[config.mk]
export PLATFORM = sky130hd
export DESIGN_NAME = axis_sample_unpacker
export DESIGN_NICKNAME = d
export VERILOG_FILES = /design/src/rtl/axis_sample_unpacker_pkg.sv /design/src/rtl/axis_sample_unpacker.sv
export SDC_FILE = /design/constraint.sdc
export NUM_CORES = 1
export LEC_CHECK = 0
export CORE_MARGIN = 2
export CORE_UTILIZATION = 47
export CTS_CLUSTER_SIZE = 30
export DETAILED_ROUTE_END_ITERATION = 7
export GPL_TIMING_DRIVEN = 0
export PLACE_DENSITY = 0.77
export SLEW_MARGIN = 20
export SYNTH_ARGS = -nofsm -noshare
export SYNTH_HDL_FRONTEND = slang
export SYNTH_SLANG_ARGS = --single-unit
[constraint.sdc]
create_clock -name AXIS_clk -period 3.5 [get_ports AXIS_clk]
set_input_delay 0.35 -clock AXIS_clk [delete_from_list [all_inputs] [get_ports AXIS_clk]]
set_output_delay 0.35 -clock AXIS_clk [all_outputs]
set_load 0.01 [all_outputs]
[src/rtl/axis_sample_unpacker_pkg.sv]
// Shared definitions for the packed-sample unpacker: FSM encoding, default
// sample width and the sign-extension helper.
package axis_sample_unpacker_pkg;

    typedef enum logic [1:0] {
        ST_EMPTY = 2'd0,
        ST_LO    = 2'd1,
        ST_HI    = 2'd2
    } state_t;

    localparam int SAMPLE_WIDTH_DEF = 16;
    localparam int EXT_MAX          = 64;

    // Sign-extends the low w bits of s to EXT_MAX bits; callers slice to their width.
    function automatic logic [EXT_MAX-1:0] sign_extend(input logic [EXT_MAX-1:0] s, input int w);
        logic signed [EXT_MAX-1:0] t;
        t = $signed(s << (EXT_MAX - w));
        return t >>> (EXT_MAX - w);
    endfunction

endpackage

[src/rtl/axis_sample_unpacker.sv]
// Splits 32-bit AXIS words into two sign-extended samples, trims a programmable
// number of leading samples per frame and keeps per-frame statistics.
module axis_sample_unpacker
    import axis_sample_unpacker_pkg::*;
#(
    parameter int AXIS_DATA_WIDTH = 32,
    parameter int SAMPLE_WIDTH    = SAMPLE_WIDTH_DEF,
    parameter int OUT_WIDTH       = 32,
    parameter int CNT_WIDTH       = 32
) (
    input  logic                       AXIS_clk,
    input  logic                       AXIS_rst,
    input  logic                       SRC_AXIS_tvalid,
    output logic                       SRC_AXIS_tready,
    input  logic [AXIS_DATA_WIDTH-1:0] SRC_AXIS_tdata,
    input  logic                       SRC_AXIS_tlast,
    input  logic                       SRC_AXIS_tuser,
    output logic                       SINK_AXIS_tvalid,
    input  logic                       SINK_AXIS_tready,
    output logic [OUT_WIDTH-1:0]       SINK_AXIS_tdata,
    output logic                       SINK_AXIS_tlast,
    output logic                       SINK_AXIS_tuser,
    input  logic [CNT_WIDTH-1:0]       i_skip_len,
    output logic [CNT_WIDTH-1:0]       o_frame_count,
    output logic [CNT_WIDTH-1:0]       o_last_frame_len,
    output logic                       o_busy
);

    state_t                     state, nxt_state;
    logic [AXIS_DATA_WIDTH-1:0] word, nxt_word;
    logic                       hold_last, nxt_hold_last;
    logic [CNT_WIDTH-1:0]       skip_rem, nxt_skip_rem;
    logic [CNT_WIDTH-1:0]       out_cnt, nxt_out_cnt;
    logic [CNT_WIDTH-1:0]       nxt_frame_count, nxt_last_len;
    logic                       in_frame, nxt_in_frame;
    logic                       first_pending, nxt_first_pending;
    logic                       run;
    logic                       accept, handshake, drop, advance;
    logic                       nxt_valid;
    logic [SAMPLE_WIDTH-1:0]    nxt_sample;
    logic [EXT_MAX-1:0]         ext;
    logic                       unused_tuser;

    assign unused_tuser = SRC_AXIS_tuser;

    assign drop      = (state != ST_EMPTY) && (skip_rem != '0);
    assign handshake = SINK_AXIS_tvalid && SINK_AXIS_tready;
    assign advance   = drop || handshake;

    always_comb begin
        SRC_AXIS_tready = 1'b0;
        case (state)
            ST_EMPTY: SRC_AXIS_tready = run;
            ST_HI:    SRC_AXIS_tready = advance;
            default:  SRC_AXIS_tready = 1'b0;
        endcase
    end

    assign accept = SRC_AXIS_tready && SRC_AXIS_tvalid;
    assign o_busy = (state != ST_EMPTY) || in_frame;

    // Next-state and statistics; a frame may end and the next begin in one cycle.
    always_comb begin
        nxt_state         = state;
        nxt_word          = word;
        nxt_hold_last     = hold_last;
        nxt_skip_rem      = skip_rem;
        nxt_out_cnt       = out_cnt;
        nxt_frame_count   = o_frame_count;
        nxt_last_len      = o_last_frame_len;
        nxt_in_frame      = in_frame;
        nxt_first_pending = first_pending;

        if (drop)
            nxt_skip_rem = skip_rem - CNT_WIDTH'(1);
        if (handshake) begin
            if (out_cnt != '1)
                nxt_out_cnt = out_cnt + CNT_WIDTH'(1);
            nxt_first_pending = 1'b0;
        end

        if (state == ST_LO && advance)
            nxt_state = ST_HI;
        if (state == ST_HI && advance) begin
            nxt_state = ST_EMPTY;
            if (hold_last) begin
                nxt_frame_count = o_frame_count + CNT_WIDTH'(1);
                nxt_last_len    = nxt_out_cnt;
                nxt_in_frame    = 1'b0;
            end
        end

        if (accept) begin
            nxt_state     = ST_LO;
            nxt_word      = SRC_AXIS_tdata;
            nxt_hold_last = SRC_AXIS_tlast;
            if (!nxt_in_frame) begin
                nxt_skip_rem      = i_skip_len;
                nxt_in_frame      = 1'b1;
                nxt_out_cnt       = '0;
                nxt_first_pending = 1'b1;
            end
        end
    end

    // Output registers reflect the sample the FSM will hold next cycle.
    assign nxt_valid  = (nxt_state != ST_EMPTY) && (nxt_skip_rem == '0);
    assign nxt_sample = (nxt_state == ST_HI) ? nxt_word[AXIS_DATA_WIDTH-1 -: SAMPLE_WIDTH]
                                             : nxt_word[SAMPLE_WIDTH-1:0];
    assign ext        = sign_extend(EXT_MAX'(nxt_sample), SAMPLE_WIDTH);

    always_ff @(posedge AXIS_clk or negedge AXIS_rst) begin
        if (!AXIS_rst) begin
            state            <= ST_EMPTY;
            hold_last        <= 1'b0;
            skip_rem         <= '0;
            out_cnt          <= '0;
            o_frame_count    <= '0;
            o_last_frame_len <= '0;
            in_frame         <= 1'b0;
            first_pending    <= 1'b0;
            run              <= 1'b0;
            SINK_AXIS_tvalid <= 1'b0;
            SINK_AXIS_tdata  <= '0;
            SINK_AXIS_tlast  <= 1'b0;
            SINK_AXIS_tuser  <= 1'b0;
        end else begin
            state            <= nxt_state;
            hold_last        <= nxt_hold_last;
            skip_rem         <= nxt_skip_rem;
            out_cnt          <= nxt_out_cnt;
            o_frame_count    <= nxt_frame_count;
            o_last_frame_len <= nxt_last_len;
            in_frame         <= nxt_in_frame;
            first_pending    <= nxt_first_pending;
            run              <= 1'b1;
            SINK_AXIS_tvalid <= nxt_valid;
            SINK_AXIS_tdata  <= ext[OUT_WIDTH-1:0];
            SINK_AXIS_tlast  <= nxt_valid && (nxt_state == ST_HI) && nxt_hold_last;
            SINK_AXIS_tuser  <= nxt_valid && nxt_first_pending;
        end
    end

    always_ff @(posedge AXIS_clk) begin
        if (accept)
            word <= SRC_AXIS_tdata;
    end

endmodule

==> results.ini <==
[placement]
placed_area_mm2 = 0.0108
routabilityCongestion = 0.888
post-place-cells = 1255
hpwl_um = 15500
portBuffers = 169
post-place-ws_ns = -0.572

[worst_setup_path]
worstSetupStartpointType = register
r2r_start = skip_rem[15]
r2r_end = SINK_AXIS_tdata[4]
worstPathArrival_ns = 3.78
critPathKind = reg2reg
r2r_cells = 11
crit_fanout = 10
end_kind = register
cp.required_ns = 3.84
reg2reg_slack_ns = 0.06

[global_routing]
antenna_found_initial = 1
grt_pass1_vias = 7128
grt_max_degree = 79
grt_overflow_total = 0
globalRouteTotalUtil_pct = 23.1
grt_pass1_wl_um = 36000

[cts]
cts_sinks = 185
insertion_delay_ns = 0.45
cts_buffer_depth = 2
clk_pin_slew_ns = 0.08
numCtsBuffers = 17
htreeDepth = 4
tritoncts = yes
root_buffer = clkbuf_16

[timing]
tightest_slew_ns = 0.794
drv_slew = 0
fin_crit_sh_pct = 98.3
setup_viol_count_final = 0
hold_violations = 0
relSlewSlack_pct = 46.6
max_clock_freq_ghz = 0.291
fin_ws_ns = 0.0605
rsz0062_at_grt = yes
final.min_clock_period_ns = 3.44
clock-skew-final_ns = 0.0131

[yosys]
ys.flop_type = dfrtp_1
ys_ff_latch = 185
syn_area_mm2 = 0.00873
syn-instance-count = 856
ys_seq_area_share_pct = 51.2
async_reset_ff_share_pct = 82.7
synth_edf_count = 0
ys_warn_count = 0
synth_cell_types = 63
synth_nets = 930
syn_avg_cell_area_um2 = 10.2

[layout]
postLayoutCellArea_mm2 = 0.0116
layout.area.seq_mm2 = 0.00447
fill_cells = 1445
layout_common_cells = 167 x clkdlybuf4s50_1, 149 x dfrtp_1, 98 x nand2_1
area_growth_pct = 33.1
drive_above_1_share_pct = 15.6
instances_no_fill = 1296
multi_input_area_mm2 = 0.00400
fin_nets = 1127
final_common_cell = clkdlybuf4s50_1

[power]
combPwrFrac_pct = 34.4
intPower_w = 0.00520
power_switching_share_pct = 33.1
ir_worst_vdd_v = 0.000455
p_clk_share_pct = 26.8
power_switching_w = 0.00258
finalPower_w = 0.00778
powerDensity_mw_per_mm2 = 669
power_frac_seq_pct = 38.8
leakage_nw = 4.80

[floorplan]
dieArea_mm2 = 0.0197
initial_utilization_pct = 48.3
rows = 49
io_pins = 171
die_w_um = 140
core-area_mm2 = 0.0181
die_h_um = 140

[hold_path]
hold_class = in2async

[run]
maxCapViolations = 0

[route]
drt-initial-drc-count = 557
drc = 0
viasPerCell = 5.46
drt-total-wl_um = 22300
route.antenna.remaining_nets = 0
first_pass_iters = 7
wl_per_cell_um = 17.2
vias = 7070

[status]
status = finished, final reports clean

-- worst max-delay path, stage by stage (launching register included) --
cell     delay (ns)
dfrtp_2        0.44
or4_1          0.54
buf_6          0.15
or4_4          0.60
nor4_4         0.32
buf_4          0.20
nand2_2        0.06
and2_4         0.16
buf_6          0.14
buf_6          0.16
mux2_4         0.31
mux2_2         0.27
-- area by class of cell --
type                            instances  share of cell area (%)
Sequential cell                       185                    38.5
Multi-Input combinational cell        601                    34.4
Timing Repair Buffer                  182                    15.6
Clock buffer                           21                    4.52
Buffer                                 54                    2.91
Tap cell                              229                    2.46
Clock inverter                         11                    1.18
Inverter                               12                   0.387
Antenna cell                            1                  0.0215
-- registers in the layout, indices dropped and copies added (netlist names), 2 cells and up --
| name | flops |
|---|---|
| SINK_AXIS_tdata | 16 |
| o_frame_count | 32 |
| o_last_frame_len | 32 |
| out_cnt | 32 |
| skip_rem | 32 |
| state | 2 |
| word | 32 |
-- logic make-up after synthesis --
family                   count (synthesis)  synth area share [%]
AND/OR/NAND/NOR                        362                  20.8
buffers and inverters                   70                  4.31
multiplexers                            52                  7.54
other                                    1                0.0429
adder cells (fa/ha/maj)                  4                 0.573
AO/OA/AOI/OAI                           95                  6.82
flip-flops                             185                  51.2
XOR/XNOR                                87                  8.73
-- layer usage --
metal  vias to the layer above  wire, µm  track usage (%)
met4                         0       353             7.02
li1                       3363         -                -
met2                       245     10600             37.7
met1                      3434      9740             29.6
met3                        28      1620             7.15
met5                         -         0                0
-- what timing repair did --
action | 4_1_cts | 5_1_grt
setup endpoints to repair | 93 | 74
pin swaps | 2 | 5
endpoints found under the hold margin | 75 | 0
hold buffers | 1 | 0
resized for setup | 16 | 24
buffers inserted | 3 | 8
-- Yosys cell counts, types with 12 or more instances --
cell        n  share of area (%)
dfrtp_1   153                 44
nand2_1    98                4.2
nor2_1     96                4.1
xnor2_1    54                5.4
o21ai_0    51                2.9
xor2_1     33                3.3
dfxtp_1    32                7.3
mux2_2     30                3.9
nand3_1    30                1.7
clkbuf_1   28                1.2
nor4_1     28                2.0
mux2_4     20                3.4
nand4_1    20                1.4
nor3_1     17               0.97
buf_4      16                1.4
or4_1      14                1.2
inv_1      12               0.52
-- how the worst max path moves through the flow --
stage                          end         start  slack [ns]  cells past startpoint
2_1_floorplan  SINK_AXIS_tdata[15]   skip_rem[0]        0.14                     12
3_5_place_dp           skip_rem[9]   skip_rem[0]       -0.57                     10
6_report        SINK_AXIS_tdata[4]  skip_rem[15]        0.06                     11
3_3_place_gp     o_frame_count[27]      AXIS_rst       -4.25                      1
5_1_grt         SINK_AXIS_tdata[3]  skip_rem[15]       -0.02                     11
4_1_cts         SINK_AXIS_tdata[4]   skip_rem[0]        0.03                     12
-- metrics by stage --
step / util, % / hold WS, ns / TNS, ns
floorplan: - / 0.0544 / 0
global placement: 59.2 / 0.450 / -676.19
finish: 64.3 / 0.444 / 0
detailed placement: 59.4 / 0.371 / -19.53
CTS: 63.6 / 0.467 / 0
global route: 64.3 / 0.486 / -0.179
-- power by group through the flow --
| stage | Clock, W | Combinational, W | Sequential, W |
|---|---|---|---|
| after floorplan | 0 | 0.00154 | 0.00300 |
| after CTS | 0.00212 | 0.00257 | 0.00301 |
| after global placement | 0 | 0.00247 | 0.00302 |
| after global routing | 0.00220 | 0.00290 | 0.00308 |
| final | 0.00208 | 0.00268 | 0.00302 |
| after detailed placement | 0 | 0.00254 | 0.00303 |
No activity file was read; power rests on OpenSTA's default activity.
